<file path="config.mk">
export PLATFORM = sky130hd
export DESIGN_NAME = mem_complete_arb_flat
export DESIGN_NICKNAME = d
export VERILOG_FILES = /design/src/rtl/mem_complete_arb_pkg.sv /design/src/rtl/mem_complete_arb_if.sv /design/src/rtl/mem_complete_arb_src_fifo.sv /design/src/rtl/mem_complete_arb.sv /design/src/flat_wrapper.sv
export SDC_FILE = /design/constraint.sdc
export NUM_CORES = 1
export LEC_CHECK = 0
export ABC_AREA = 1
export BUFFER_PORTS_ARGS = -buffer_cell sky130_fd_sc_hd__buf_2
export CORE_UTILIZATION = 42
export CTS_BUF_LIST = sky130_fd_sc_hd__clkbuf_2
export CTS_CLUSTER_SIZE = 8
export DETAILED_ROUTE_END_ITERATION = 10
export GPL_TIMING_DRIVEN = 0
export PLACE_DENSITY = 0.66
export SKIP_CTS_REPAIR_TIMING = 1
export SKIP_LAST_GASP = 1
export SLEW_MARGIN = 30
export SYNTH_ARGS = -nofsm -noshare
export SYNTH_HDL_FRONTEND = slang
export SYNTH_SLANG_ARGS = --single-unit
</file>
<file path="constraint.sdc">
create_clock -name clk -period 5.48 [get_ports clk]
set_input_delay 0.548 -clock clk [delete_from_list [all_inputs] [get_ports clk]]
set_output_delay 0.548 -clock clk [all_outputs]
set_load 0.01 [all_outputs]
</file>
<file path="src/rtl/mem_complete_arb_pkg.sv">
// Shared constants and helper functions for the memory-to-complete arbiter.
package mem_cmp_pkg;

  // Default number of per-result flag bits.
  localparam int FLAG_W_DEF    = 3;

  // Flag bit positions within the flags field.
  localparam int FLG_FU_WR     = 0;
  localparam int FLG_FU_RD     = 1;
  localparam int FLG_FU_RD_MEM = 2;

  // Arbitration modes.
  localparam int PRIO_FIXED    = 0;
  localparam int PRIO_RR       = 1;

  // Width of a counter that must be able to hold the value 0..depth.
  function automatic int cnt_width(input int depth);
    return (depth < 1) ? 1 : $clog2(depth + 1);
  endfunction

  // Width of an index selecting one of n items (at least one bit).
  function automatic int idx_width(input int n);
    return (n > 1) ? $clog2(n) : 1;
  endfunction

endpackage

</file>
<file path="src/rtl/mem_complete_arb_if.sv">
// Producer and completion-side bus of the memory-to-complete arbiter.
interface mem_cmp_if
  import mem_cmp_pkg::*;
#(
  parameter int NUM_SRC = 2,
  parameter int DATA_W  = 32,
  parameter int PC_W    = 32,
  parameter int FLAG_W  = FLAG_W_DEF
) ();

  logic [NUM_SRC-1:0]        src_valid;
  logic [NUM_SRC-1:0]        src_ready;
  logic [NUM_SRC*DATA_W-1:0] src_data;
  logic [NUM_SRC*PC_W-1:0]   src_pc;
  logic [NUM_SRC*FLAG_W-1:0] src_flags;
  logic                      out_valid;
  logic                      out_ready;
  logic [DATA_W-1:0]         out_data;
  logic [PC_W-1:0]           out_pc;
  logic [FLAG_W-1:0]         out_flags;
  logic [NUM_SRC-1:0]        out_src;

  // Environment side: drives producer results and completion ready.
  modport master (
    output src_valid, src_data, src_pc, src_flags, out_ready,
    input  src_ready, out_valid, out_data, out_pc, out_flags, out_src
  );

  // Arbiter side.
  modport slave (
    input  src_valid, src_data, src_pc, src_flags, out_ready,
    output src_ready, out_valid, out_data, out_pc, out_flags, out_src
  );

endinterface

</file>
<file path="src/rtl/mem_complete_arb_src_fifo.sv">
// Small per-source circular FIFO with registered count and synchronous flush.
module cmp_src_fifo
  import mem_cmp_pkg::*;
#(
  parameter int WIDTH = 67,
  parameter int DEPTH = 2
) (
  input  logic                          clk,
  input  logic                          rstn,
  input  logic                          flush,
  input  logic                          push,
  input  logic                          pop,
  input  logic [WIDTH-1:0]              din,
  output logic [WIDTH-1:0]              dout,
  output logic [cnt_width(DEPTH)-1:0]   count,
  output logic                          full,
  output logic                          empty
);

  localparam int PW = idx_width(DEPTH);
  localparam int CW = cnt_width(DEPTH);
  localparam logic [PW-1:0] LAST_PTR = PW'(DEPTH - 1);

  logic [WIDTH-1:0] r_mem [DEPTH];
  logic [PW-1:0]    r_wr_ptr;
  logic [PW-1:0]    r_rd_ptr;
  logic [CW-1:0]    r_count;
  logic             w_push;
  logic             w_pop;

  assign full   = (r_count == CW'(DEPTH));
  assign empty  = (r_count == '0);
  assign count  = r_count;
  assign dout   = r_mem[r_rd_ptr];
  // Flush wins over both sides so nothing written in a flush cycle survives.
  assign w_push = push & ~full & ~flush;
  assign w_pop  = pop & ~empty & ~flush;

  // Storage write; contents need no reset because count gates visibility.
  always_ff @(posedge clk) begin
    if (w_push) r_mem[r_wr_ptr] <= din;
  end

  // Pointers and occupancy, cleared by reset or flush.
  always_ff @(posedge clk or negedge rstn) begin
    if (!rstn) begin
      r_wr_ptr <= '0;
      r_rd_ptr <= '0;
      r_count  <= '0;
    end else if (flush) begin
      r_wr_ptr <= '0;
      r_rd_ptr <= '0;
      r_count  <= '0;
    end else begin
      if (w_push) r_wr_ptr <= (r_wr_ptr == LAST_PTR) ? '0 : r_wr_ptr + PW'(1);
      if (w_pop)  r_rd_ptr <= (r_rd_ptr == LAST_PTR) ? '0 : r_rd_ptr + PW'(1);
      case ({w_push, w_pop})
        2'b10:   r_count <= r_count + CW'(1);
        2'b01:   r_count <= r_count - CW'(1);
        default: r_count <= r_count;
      endcase
    end
  end

endmodule

</file>
<file path="src/rtl/mem_complete_arb.sv">
// Memory-to-complete stage: per-source FIFOs, fixed or round-robin arbiter,
// and a registered completion port with valid/ready backpressure.
module mem_complete_arb
  import mem_cmp_pkg::*;
#(
  parameter int NUM_SRC    = 2,
  parameter int DATA_W     = 32,
  parameter int PC_W       = 32,
  parameter int FLAG_W     = FLAG_W_DEF,
  parameter int FIFO_DEPTH = 2,
  parameter int PRIO_MODE  = PRIO_FIXED
) (
  input  logic     clk,
  input  logic     rstn,
  input  logic     flush,
  mem_cmp_if.slave bus
);

  localparam int EW = FLAG_W + PC_W + DATA_W;
  localparam int RW = idx_width(NUM_SRC);
  localparam int CW = cnt_width(FIFO_DEPTH);

  logic [EW-1:0]      w_head [NUM_SRC];
  logic [CW-1:0]      w_count [NUM_SRC];
  logic [NUM_SRC-1:0] w_full;
  logic [NUM_SRC-1:0] w_empty;
  logic [NUM_SRC-1:0] w_push;
  logic [NUM_SRC-1:0] w_pop;
  logic               w_ld;
  logic               w_grant_vld;
  logic [RW-1:0]      w_grant_idx;
  logic [RW-1:0]      w_base;
  logic [RW:0]        w_sum;
  logic [RW-1:0]      w_rr_next;

  logic               r_out_valid;
  logic [DATA_W-1:0]  r_out_data;
  logic [PC_W-1:0]    r_out_pc;
  logic [FLAG_W-1:0]  r_out_flags;
  logic [NUM_SRC-1:0] r_out_src;
  logic [RW-1:0]      r_rr_ptr;

  // Output register may load whenever it is empty or being consumed.
  assign w_ld = ~r_out_valid | bus.out_ready;

  genvar gi;
  generate
    for (gi = 0; gi < NUM_SRC; gi++) begin : g_src
      // Ready looks only at the registered count: no pass-through from a pop.
      assign bus.src_ready[gi] = (w_count[gi] < CW'(FIFO_DEPTH));
      assign w_push[gi] = bus.src_valid[gi] & ~w_full[gi];
      assign w_pop[gi]  = w_ld & w_grant_vld & ~flush & (w_grant_idx == RW'(gi));

      cmp_src_fifo #(
        .WIDTH (EW),
        .DEPTH (FIFO_DEPTH)
      ) u_fifo (
        .clk   (clk),
        .rstn  (rstn),
        .flush (flush),
        .push  (w_push[gi]),
        .pop   (w_pop[gi]),
        .din   ({bus.src_flags[gi*FLAG_W +: FLAG_W],
                 bus.src_pc[gi*PC_W +: PC_W],
                 bus.src_data[gi*DATA_W +: DATA_W]}),
        .dout  (w_head[gi]),
        .count (w_count[gi]),
        .full  (w_full[gi]),
        .empty (w_empty[gi])
      );
    end
  endgenerate

  // Pick the first non-empty FIFO searching upward from the base with wrap.
  always_comb begin
    w_grant_vld = 1'b0;
    w_grant_idx = '0;
    w_sum       = '0;
    w_base      = (PRIO_MODE == PRIO_RR) ? r_rr_ptr : '0;
    for (int k = 0; k < NUM_SRC; k++) begin
      w_sum = {1'b0, w_base} + (RW+1)'(k);
      if (w_sum >= (RW+1)'(NUM_SRC)) w_sum = w_sum - (RW+1)'(NUM_SRC);
      if (!w_grant_vld && !w_empty[w_sum[RW-1:0]]) begin
        w_grant_vld = 1'b1;
        w_grant_idx = w_sum[RW-1:0];
      end
    end
  end

  assign w_rr_next = (w_grant_idx == RW'(NUM_SRC - 1)) ? '0 : w_grant_idx + RW'(1);

  // Completion register: flush dominates, stall holds, load takes the winner.
  always_ff @(posedge clk or negedge rstn) begin
    if (!rstn) begin
      r_out_valid <= 1'b0;
      r_out_data  <= '0;
      r_out_pc    <= '0;
      r_out_flags <= '0;
      r_out_src   <= '0;
      r_rr_ptr    <= '0;
    end else if (flush) begin
      r_out_valid <= 1'b0;
      r_out_src   <= '0;
      r_rr_ptr    <= '0;
    end else if (w_ld) begin
      r_out_valid <= w_grant_vld;
      if (w_grant_vld) begin
        {r_out_flags, r_out_pc, r_out_data} <= w_head[w_grant_idx];
        r_out_src <= NUM_SRC'(1) << w_grant_idx;
        r_rr_ptr  <= w_rr_next;
      end
    end
  end

  assign bus.out_valid = r_out_valid;
  assign bus.out_data  = r_out_data;
  assign bus.out_pc    = r_out_pc;
  assign bus.out_flags = r_out_flags;
  assign bus.out_src   = r_out_src;

endmodule

</file>
<file path="src/flat_wrapper.sv">
// flat-port wrapper written by rule: the top's interface ports become plain ports
module mem_complete_arb_flat import mem_cmp_pkg::*;
#(
  parameter int NUM_SRC    = 2,
  parameter int DATA_W     = 32,
  parameter int PC_W       = 32,
  parameter int FLAG_W     = FLAG_W_DEF,
  parameter int FIFO_DEPTH = 2,
  parameter int PRIO_MODE  = PRIO_FIXED
)
  (clk, rstn, flush, bus_src_valid, bus_src_data, bus_src_pc, bus_src_flags, bus_out_ready, bus_src_ready, bus_out_valid, bus_out_data, bus_out_pc, bus_out_flags, bus_out_src);
  mem_cmp_if #(.NUM_SRC(NUM_SRC), .DATA_W(DATA_W), .PC_W(PC_W), .FLAG_W(FLAG_W)) bus_i ();
  input  logic clk;
  input  logic rstn;
  input  logic flush;
  input wire logic [$bits(bus_i.src_valid)-1:0] bus_src_valid;
  input wire logic [$bits(bus_i.src_data)-1:0] bus_src_data;
  input wire logic [$bits(bus_i.src_pc)-1:0] bus_src_pc;
  input wire logic [$bits(bus_i.src_flags)-1:0] bus_src_flags;
  input wire logic [$bits(bus_i.out_ready)-1:0] bus_out_ready;
  output wire logic [$bits(bus_i.src_ready)-1:0] bus_src_ready;
  output wire logic [$bits(bus_i.out_valid)-1:0] bus_out_valid;
  output wire logic [$bits(bus_i.out_data)-1:0] bus_out_data;
  output wire logic [$bits(bus_i.out_pc)-1:0] bus_out_pc;
  output wire logic [$bits(bus_i.out_flags)-1:0] bus_out_flags;
  output wire logic [$bits(bus_i.out_src)-1:0] bus_out_src;
  assign bus_i.src_valid = bus_src_valid;
  assign bus_i.src_data = bus_src_data;
  assign bus_i.src_pc = bus_src_pc;
  assign bus_i.src_flags = bus_src_flags;
  assign bus_i.out_ready = bus_out_ready;
  assign bus_src_ready = bus_i.src_ready;
  assign bus_out_valid = bus_i.out_valid;
  assign bus_out_data = bus_i.out_data;
  assign bus_out_pc = bus_i.out_pc;
  assign bus_out_flags = bus_i.out_flags;
  assign bus_out_src = bus_i.out_src;
  mem_complete_arb #(.NUM_SRC(NUM_SRC), .DATA_W(DATA_W), .PC_W(PC_W), .FLAG_W(FLAG_W), .FIFO_DEPTH(FIFO_DEPTH), .PRIO_MODE(PRIO_MODE)) u_core (.clk(clk), .rstn(rstn), .flush(flush), .bus(bus_i));
endmodule
</file>
==> results of run 1 <==
[Yosys cell counts, types with 2 or more instances]
cell type	instances
edfxtp_1	268
nand2_1	229
inv_1	143
o21ai_0	127
dfrtp_1	78
o221ai_1	67
buf_2	28
clkbuf_1	19
o21ai_1	13
nand3_1	9
nor2_1	6
buf_6	3
nand2_2	3
nand4_1	3
buf_4	2
[worst min-delay path, stage by stage]
cell	delay [ns]
buf_2	0.08
inv_1	0.06
nand2_1	0.12
o21ai_0	0.09
[flip-flops by register name, indices dropped and copies added (netlist names), 2 cells and up]
name	cells
u_core.g_src.u_fifo.count	4
u_core.g_src.u_fifo.r_mem	268
u_core.g_src.u_fifo.r_rd_ptr	2
u_core.bus.out_src	2
u_core.bus.out_pc	32
u_core.bus.out_data	32
u_core.bus.out_flags	3
u_core.g_src.u_fifo.r_wr_ptr	2
[power by group]
group	leakage, nW	total, mW	internal (mW)	switching [mW]
Clock	0.653	1.81	0.761	1.05
Combinational	3.26	2.09	0.786	1.31
Sequential	3.41	3.52	3.30	0.218
Total	7.33	7.42	4.84	2.57
[path summary, 6_finish.rpt]
check,start,end,slack [ns],cells past startpoint
max,u_core.g_src[1].u_fifo.count[1],u_core.g_src[1].u_fifo.r_mem[0][49],3.32,7
min,bus_out_ready,u_core.bus.out_valid,0.07,4
max reg2reg,u_core.g_src[1].u_fifo.count[1],u_core.g_src[1].u_fifo.r_mem[0][49],3.32,7
min reg2reg,u_core.bus.out_data[30],u_core.bus.out_data[30],0.50,2
max in group asynchronous,rstn,u_core.g_src[0].u_fifo.count[0],4.71,3
min in group asynchronous,rstn,u_core.bus.out_data[15],0.13,2
[stage by stage]
| step | cells | setup WS (ns) |
|---|---|---|
| 5_1_grt | 1929 | 3.17 |
| 6_report | 1931 | 3.32 |
| 2_1_floorplan | 1006 | 1.17 |
| 4_1_cts | 1791 | 3.30 |
| 3_3_place_gp | 1612 | -0.856 |
| 3_5_place_dp | 1629 | 3.11 |
[metal layers]
| layer | share of wire | routed length (µm) |
|---|---|---|
| met2 | 0.49 | 16500 |
| met5 | 0 | 0 |
| met4 | 0.019 | 625 |
| met3 | 0.070 | 2360 |
| met1 | 0.42 | 14000 |
[cells by family (layout without fill, tap and decap cells)]
kind of cell / Yosys count / in the layout / share of synthesized area
AND/OR/NAND/NOR: 253 / 253 / 0.0752
other: 0 / 4 / 0
flip-flops: 346 / 346 / 0.763
buffers and inverters: 197 / 722 / 0.0614
AO/OA/AOI/OAI: 209 / 209 / 0.0998
XOR/XNOR: 1 / 1 / 0.000668
[area by class of cell]
type / instances / area [µm²] / area share
Clock inverter: 26 / 175 / 0.0101
Sequential cell: 346 / 10000 / 0.579
Multi-Input combinational cell: 463 / 2330 / 0.135
Timing Repair Buffer: 363 / 2760 / 0.160
Inverter: 144 / 546 / 0.0316
Clock buffer: 136 / 681 / 0.0394
Antenna cell: 4 / 10.0 / 0.000580
Buffer: 53 / 264 / 0.0153
Tap cell: 396 / 495 / 0.0287
==> metrics.yaml, run 1 <==
critical_path:
  slowest_stage: "nor2_4"
  cp_num_buf_inv: 4
  start_kind: "register"
  cp.required_ns: 6.00
  crit_arrival_ns: 2.68
  path_cells: "inv_1 -> o21ai_1 -> nor2_1 -> inv_1 -> nor2_4 -> buf_16 -> buf_16"
  cp_max_fo: 16
  critPathMaxStageDelay_ns: 0.44
  end_kind: "register"
  crit_type: "reg2reg"
  cp_top_family: "simple AND/OR/NAND/NOR gates"
timing:
  worstMarginPinSlew_ns: 0.569
  hold_slack_ns: 0.0736
  slew_headroom: 0.621
  fin_skew_ns: 0.0751
  timing.final.crit_share: 0.394
  fmax_ghz: 0.463
  hold_viol_final: 0
  setup_viol: 0
  tns_ns: 0
  slew_viol_final: 0
  rsz0062_at_grt: "no"
  min_period_ns: 2.16
floorplan:
  die_x_um: 179
  ios: 212
  core-area_um2: 30700
  die_area_um2: 31900
  rows: 64
  start_util: 0.427
  die_h_um: 179
pwr:
  leakagePower_nw: 7.33
  irDropWorstVdd_mv: 0.209
  p_total_mw: 7.42
  cellPowerDensity_nw_per_um2: 430
synthesis:
  ys_seq_elements: 346
  async_reset_ff_frac: 0.225
  synth_warnings: 0
  syn_inst: 1006
  synth_seq_area_share: 0.763
  synth_edf_count: 268
  synth_cell_types: 23
  avgSynthCellArea_um2: 13.0
  ys_top_cells_by_area: "edfxtp_1, dfrtp_1, nand2_1"
  synth.top_cell.area_share: 0.614
  synthesis.area_um2: 13100
  postSynthNetCount: 1146
  synth_ff_type: "edfxtp_1"
  synth_top_area_cell: "edfxtp_1"
drt:
  routed_wl_um: 33500
  drt_iter0_drc: 743
  vias: 9292
  vias_per_cell: 4.81
  post-route-drc-count: 0
  ant_nets: 0
  firstDrtPassIters: 6
  routedWlPerCell_um: 17.3
clocking:
  cts_max_level: 3
  cts.clk_slew.worst_paths_ns: 0.10
  cts.sink_count: 346
  cts_root_buffer: "clkbuf_2"
  cts_buffer_depth: 3
  cts_inserted_buffers: 87
  cts_tree: "done"
  clock_latency_ns: 0.88
grt:
  grt_use_met2: 0.329
  grt_pass1_wl_um: 47900
  grt_pass1_vias: 8865
  grt_use_total: 0.201
  gr-total-overflow: 0
  met1_usage: 0.252
  top_usage_layer: "met2"
  met3_usage: 0.0573
  grt_max_degree: 52
  antenna_found_initial: 4
hold_path:
  hp-class: "in2reg"
finish:
  drive_gt1_frac: 0.273
  design_area_um2: 17300
  synthToLayoutAreaGrowth_pct: 31.7
  mostFrequentLayoutCell: "edfxtp_1"
  mostFrequentLayoutCells: "edfxtp_1, buf_2, nand2_1, inv_1"
  finish.utilization: 0.563
  num-fill-cells: 2567
  layout.nets: 1598
run:
  cap_violations: 0
placement:
  placed_area_um2: 15000
  hpwl_um: 21200
  io_buffers: 210
  gp_congestion: 0.741
run_status:
  outcome: "completed"
Power figures use the tool's default switching activity.
==> inputs of run 2 (changes only) <==
--- a/config.mk
+++ b/config.mk
@@ -12,7 +12,7 @@
 export CTS_CLUSTER_SIZE = 8
 export DETAILED_ROUTE_END_ITERATION = 10
 export GPL_TIMING_DRIVEN = 0
-export PLACE_DENSITY = 0.66
+export PLACE_DENSITY = 0.63
 export SKIP_CTS_REPAIR_TIMING = 1
 export SKIP_LAST_GASP = 1
 export SLEW_MARGIN = 30
==> constraint.sdc (replaced) <==
create_clock -name clk -period 2 [get_ports clk]
set_input_delay 0.2 -clock clk [delete_from_list [all_inputs] [get_ports clk]]
set_output_delay 0.2 -clock clk [all_outputs]
set_load 0.01 [all_outputs]
==> metrics.yaml, run 2 (same netlist as run 1, synthesis figures left out) <==
run_status:
  outcome: "completed"  # unchanged
critical_path:
  cp_top_family: "simple AND/OR/NAND/NOR gates"  # unchanged
  cp_max_fo: 17  # was 16
  crit_arrival_ns: 2.41  # was 2.68 ns
  crit_type: "reg2reg"  # unchanged
  critPathMaxStageDelay_ns: 0.52  # was 0.44 ns
  slowest_stage: "nor2_4"  # unchanged
  start_kind: "register"  # unchanged
  path_cells: "inv_2 -> o21ai_4 -> nor2_4 -> buf_16 -> buf_16"  # was inv_1 -> o21ai_1 -> nor2_1 -> inv_1 -> nor2_4 -> buf_16 -> buf_16
  crit_top_cell: "buf_16"
  end_kind: "register"  # unchanged
  cp.required_ns: 2.51  # was 6.00 ns
  cp_num_buf_inv: 3  # was 4
finish:
  drive_gt1_frac: 0.273  # about the same
  synthToLayoutAreaGrowth_pct: 38.0  # was 31.7%
  num-fill-cells: 2506  # was 2567
  design_area_um2: 18100  # was 17300 µm²
  regMostFlops: "u_core.g_src.u_fifo.r_mem"  # unchanged
  layout.nets: 1682  # was 1598
  largest_register_ffs: 268  # unchanged
  fin_cells: 2016  # was 1931
  mostFrequentLayoutCells: "edfxtp_1, buf_2, nand2_1, dlygate4sd3_1, clkbuf_2"  # was edfxtp_1, buf_2, nand2_1, inv_1
  multi_input_area_um2: 2350  # was 2330 µm²
  mostFrequentLayoutCell: "edfxtp_1"  # unchanged
  register_area_um2: 10000  # unchanged
run:
  cap_violations: 0  # unchanged
floorplan:
  core-area_um2: 30700  # unchanged
  rows: 64  # unchanged
  die_x_um: 179  # unchanged
  start_util: 0.427  # unchanged
  die_h_um: 179  # unchanged
  die_area_um2: 31900  # unchanged
  ios: 212  # unchanged
placement:
  io_buffers: 210  # unchanged
  gp_congestion: 0.757  # was 0.741
  dp_slack_ns: -0.114  # was 3.11 ns
  hpwl_um: 21100  # was 21200 µm
  dp_cells: 1627  # was 1629
  placed_area_um2: 15000  # about the same
drt:
  drt_iter0_drc: 513  # was 743
  vias: 9605  # was 9292
  firstDrtPassIters: 5  # was 6
  routed_wl_um: 34300  # was 33500 µm
  vias_per_cell: 4.76  # was 4.81
  ant_nets: 0  # unchanged
  post-route-drc-count: 0  # unchanged
  routedWlPerCell_um: 17.0  # was 17.3 µm
grt:
  grt_max_degree: 42  # was 52
  grt_use_total: 0.202  # was 0.201
  met1_usage: 0.249  # was 0.252
  grt_pass1_wl_um: 48100  # was 47900 µm
  antenna_found_initial: 2  # was 4
  top_usage_layer: "met2"  # unchanged
  gr-total-overflow: 0  # unchanged
  met3_usage: 0.0539  # was 0.0573
  grt_pass1_vias: 9101  # was 8865
  grt_use_met2: 0.333  # was 0.329
clocking:
  cts_buffer_depth: 3  # unchanged
  cts.clk_slew.worst_paths_ns: 0.10  # about the same
  cts.sink_count: 346  # unchanged
  cts_max_level: 3  # unchanged
  cts_root_buffer: "clkbuf_2"  # unchanged
  cts_tree: "done"  # unchanged
  cts_inserted_buffers: 89  # was 87
  clock_latency_ns: 0.88  # about the same
timing:
  timing.final.crit_share: 0.951  # was 0.394
  hold_slack_ns: 0.0569  # was 0.0736 ns
  min_period_ns: 1.90  # was 2.16 ns
  fmax_ghz: 0.526  # was 0.463 GHz
  fin_ws_ns: 0.0987  # was 3.32 ns
  slew_viol_final: 0  # unchanged
  tns_ns: 0  # unchanged
  hold_viol_final: 0  # unchanged
  rsz0062_at_grt: "no"  # unchanged
  setup_viol: 0  # unchanged
  fin_skew_ns: 0.0900  # was 0.0751 ns
  worstMarginPinSlew_ns: 0.621  # was 0.569 ns
  slew_headroom: 0.585  # was 0.621
hold_path:
  hp-class: "in2reg"  # unchanged
pwr:
  leakagePower_nw: 7.69  # was 7.33 nW
  irDropWorstVdd_mv: 0.574  # was 0.209 mV
  cellPowerDensity_nw_per_um2: 1130  # was 430 nW/µm²
## run 2: cell count changes in the layout (fill, tap and decap cells not counted), moves of 3 or more
cell and delta:
buf_4 +9, clkbuf_2 +12, clkinv_1 -4, dlygate4sd3_1 +74, inv_1 -3, inv_2 +4
nand2_1 -3
## run 2: final cells by class
| type | instances | share of cell area |
|---|---|---|
| antenna | 2 | 0.000277 |
| buffer | 53 | 0.0151 |
| clock buffer | 148 | 0.0410 |
| clock inverter | 19 | 0.00512 |
| inverter | 144 | 0.0301 |
| multi-input combinational | 463 | 0.130 |
| sequential | 346 | 0.553 |
| tap | 396 | 0.0274 |
| timing repair buffer | 445 | 0.198 |
## run 2: routing by layer
layer / vias to the layer above / part of all wire
li1: 4640 / -
met1: 4597 / 0.41
met2: 320 / 0.51
met3: 48 / 0.062
met4: 0 / 0.017
met5: - / 0
## run 2: power by group
| part | internal (mW) | total, mW | switching, mW |
|---|---|---|---|
| registers | 9.03 | 9.63 | 0.594 |
| logic | 2.29 | 5.94 | 3.65 |
| clock network | 1.95 | 4.83 | 2.88 |
## run 2: final timing paths
check | from | cells past startpoint | slack (ns) | to
hold reg to reg | u_core.bus.out_pc[9] | 2 | 0.49 | u_core.bus.out_pc[9]
min in group asynchronous | rstn | 4 | 0.40 | u_core.bus.out_flags[2]
setup reg to reg | u_core.g_src[1].u_fifo.count[1] | 5 | 0.1 | u_core.g_src[1].u_fifo.r_mem[1][51]
setup / recovery | u_core.g_src[1].u_fifo.count[1] | 5 | 0.1 | u_core.g_src[1].u_fifo.r_mem[1][51]
hold / removal | bus_src_pc[47] | 2 | 0.06 | u_core.g_src[1].u_fifo.r_mem[0][47]
max in group asynchronous | rstn | 4 | 1.26 | u_core.bus.out_pc[10]
## run 2: metrics by stage
step           total power [mW]   util
3_3_place_gp               15.1  0.480
5_1_grt                    21.7  0.590
6_report                   20.4  0.590
3_5_place_dp               15.4  0.491
4_1_cts                    20.3  0.518
2_1_floorplan              12.9      -
==> inputs of run 3 (changes only) <==
--- a/config.mk
+++ b/config.mk
@@ -7,12 +7,13 @@
 export LEC_CHECK = 0
 export ABC_AREA = 1
 export BUFFER_PORTS_ARGS = -buffer_cell sky130_fd_sc_hd__buf_2
-export CORE_UTILIZATION = 42
+export CORE_UTILIZATION = 48
 export CTS_BUF_LIST = sky130_fd_sc_hd__clkbuf_2
 export CTS_CLUSTER_SIZE = 8
 export DETAILED_ROUTE_END_ITERATION = 10
 export GPL_TIMING_DRIVEN = 0
-export PLACE_DENSITY = 0.63
+export PLACE_DENSITY = 0.71
+export REMOVE_ABC_BUFFERS = 1
 export SKIP_CTS_REPAIR_TIMING = 1
 export SKIP_LAST_GASP = 1
 export SLEW_MARGIN = 30
==> metrics.yaml, run 3 (same netlist as run 1, synthesis figures left out) <==
drt:
  routedWlPerCell_um: 17.7  # was 17.0 µm
  routed_wl_um: 33700  # was 34300 µm
  vias_per_cell: 5.08  # was 4.76
  drt_iter0_drc: 778  # was 513
  vias: 9662  # was 9605
  ant_nets: 0  # unchanged
  firstDrtPassIters: 5  # unchanged
  post-route-drc-count: 0  # unchanged
clocking:
  cts_max_level: 3  # unchanged
  cts_inserted_buffers: 85  # was 89
  cts.sink_count: 346  # unchanged
  cts_root_buffer: "clkbuf_2"  # unchanged
  cts_tree: "done"  # unchanged
  cts_buffer_depth: 3  # unchanged
  cts.clk_slew.worst_paths_ns: 0.10  # about the same
  clock_latency_ns: 0.86  # was 0.88 ns
timing:
  timing.final.crit_share: 0.966  # was 0.951
  fin_ws_ns: 0.0682  # was 0.0987 ns
  slew_headroom: 0.515  # was 0.585
  rsz0062_at_grt: "yes"  # was no
  setup_viol: 0  # unchanged
  fin_skew_ns: 0.0889  # was 0.0900 ns
  hold_slack_ns: 0.0836  # was 0.0569 ns
  fmax_ghz: 0.518  # was 0.526 GHz
  worstMarginPinSlew_ns: 0.727  # was 0.621 ns
  min_period_ns: 1.93  # was 1.90 ns
  slew_viol_final: 0  # unchanged
  hold_viol_final: 0  # unchanged
grt:
  grt_max_degree: 73  # was 42
  antenna_found_initial: 3  # was 2
  grt_use_total: 0.211  # was 0.202
  grt_pass1_wl_um: 45100  # was 48100 µm
  grt_pass1_vias: 8754  # was 9101
  gr-total-overflow: 0  # unchanged
placement:
  gp_congestion: 0.741  # was 0.757
  hpwl_um: 18700  # was 21100 µm
  io_buffers: 211  # was 210
  placed_area_um2: 14900  # was 15000 µm²
  dp_cells: 1532  # was 1627
  dp_slack_ns: -0.197  # was -0.114 ns
critical_path:
  cp_max_fo: 7  # was 17
  crit_arrival_ns: 2.44  # was 2.41 ns
  start_kind: "register"  # unchanged
  cp.required_ns: 2.51  # about the same
  crit_type: "reg2reg"  # unchanged
  end_kind: "register"  # unchanged
floorplan:
  die_x_um: 167  # was 179 µm
  ios: 212  # unchanged
  die_h_um: 167  # was 179 µm
  core-area_um2: 26900  # was 30700 µm²
  start_util: 0.488  # was 0.427
  rows: 60  # was 64
  die_area_um2: 28000  # was 31900 µm²
finish:
  mostFrequentLayoutCell: "edfxtp_1"  # unchanged
  design_area_um2: 17900  # was 18100 µm²
  layout.nets: 1629  # was 1682
  largest_register_ffs: 268  # unchanged
  fin_cells: 1903  # was 2016
  mostFrequentLayoutCells: "edfxtp_1, nand2_1, buf_2, dlygate4sd3_1, inv_1"  # was edfxtp_1, buf_2, nand2_1, dlygate4sd3_1, clkbuf_2
  drive_gt1_frac: 0.258  # was 0.273
  regMostFlops: "u_core.g_src.u_fifo.r_mem"  # unchanged
  synthToLayoutAreaGrowth_pct: 36.4  # was 38.0%
pwr:
  irDropWorstVdd_mv: 0.734  # was 0.574 mV
  cellPowerDensity_nw_per_um2: 1140  # was 1130 nW/µm²
  p_total_mw: 20.4  # about the same
  leakagePower_nw: 7.56  # was 7.69 nW
hold_path:
  hp-class: "in2reg"  # unchanged
run_status:
  outcome: "completed"  # unchanged
run:
  cap_violations: 0  # unchanged
==> run 3: through the flow <==
step,TNS (ns),util
2_1_floorplan,-601.53,-
3_3_place_gp,-1404.24,0.533
3_5_place_dp,-4.33,0.554
4_1_cts,-4.30,0.585
5_1_grt,-0.0105,0.665
6_report,0,0.665
==> run 3: layout make-up <==
type | instances | area [µm²]
sequential | 346 | 10000
fill | 1904 | 9000
timing repair buffer | 449 | 3670
multi-input combinational | 463 | 2360
clock buffer | 139 | 696
inverter | 144 | 567
tap | 341 | 427
clock inverter | 18 | 143
antenna | 3 | 7.51
==> run 3: metal layers <==
layer / vias up / track usage / share of wire
met3: 74 / 0.0622 / 0.064
met5: - / 0 / 0
li1: 4523 / - / -
met4: 0 / 0.0786 / 0.022
met2: 384 / 0.357 / 0.52
met1: 4681 / 0.255 / 0.39
==> run 3: power breakdown <==
part / switching, mW / total [mW] / internal, mW
Sequential: 0.843 / 9.89 / 9.04
Clock: 2.82 / 4.91 / 2.09
Combinational: 3.32 / 5.56 / 2.24
Total: 6.98 / 20.4 / 13.4
==> run 3: worst max-delay path: stages (launching register included) <==
cell and delay (ns):
dfrtp_1 0.42, inv_1 0.11, nand2_1 0.11, nand2_2 0.11, nor3_4 0.27, buf_4 0.20
buf_4 0.18, buf_4 0.20
==> run 3: path summary, 6_finish.rpt <==
check / startpoint / end / slack (ns) / cells after the start
max: u_core.g_src[0].u_fifo.count[0] / u_core.g_src[0].u_fifo.r_mem[1][7] / 0.07 / 7
min: bus_src_pc[56] / u_core.g_src[1].u_fifo.r_mem[0][56] / 0.08 / 2
max reg2reg: u_core.g_src[0].u_fifo.count[0] / u_core.g_src[0].u_fifo.r_mem[1][7] / 0.07 / 7
min reg2reg: u_core.bus.out_pc[5] / u_core.bus.out_pc[5] / 0.50 / 2
max in group asynchronous: rstn / u_core.bus.out_pc[1] / 1.24 / 4
min in group asynchronous: rstn / u_core.bus.out_data[5] / 0.44 / 4
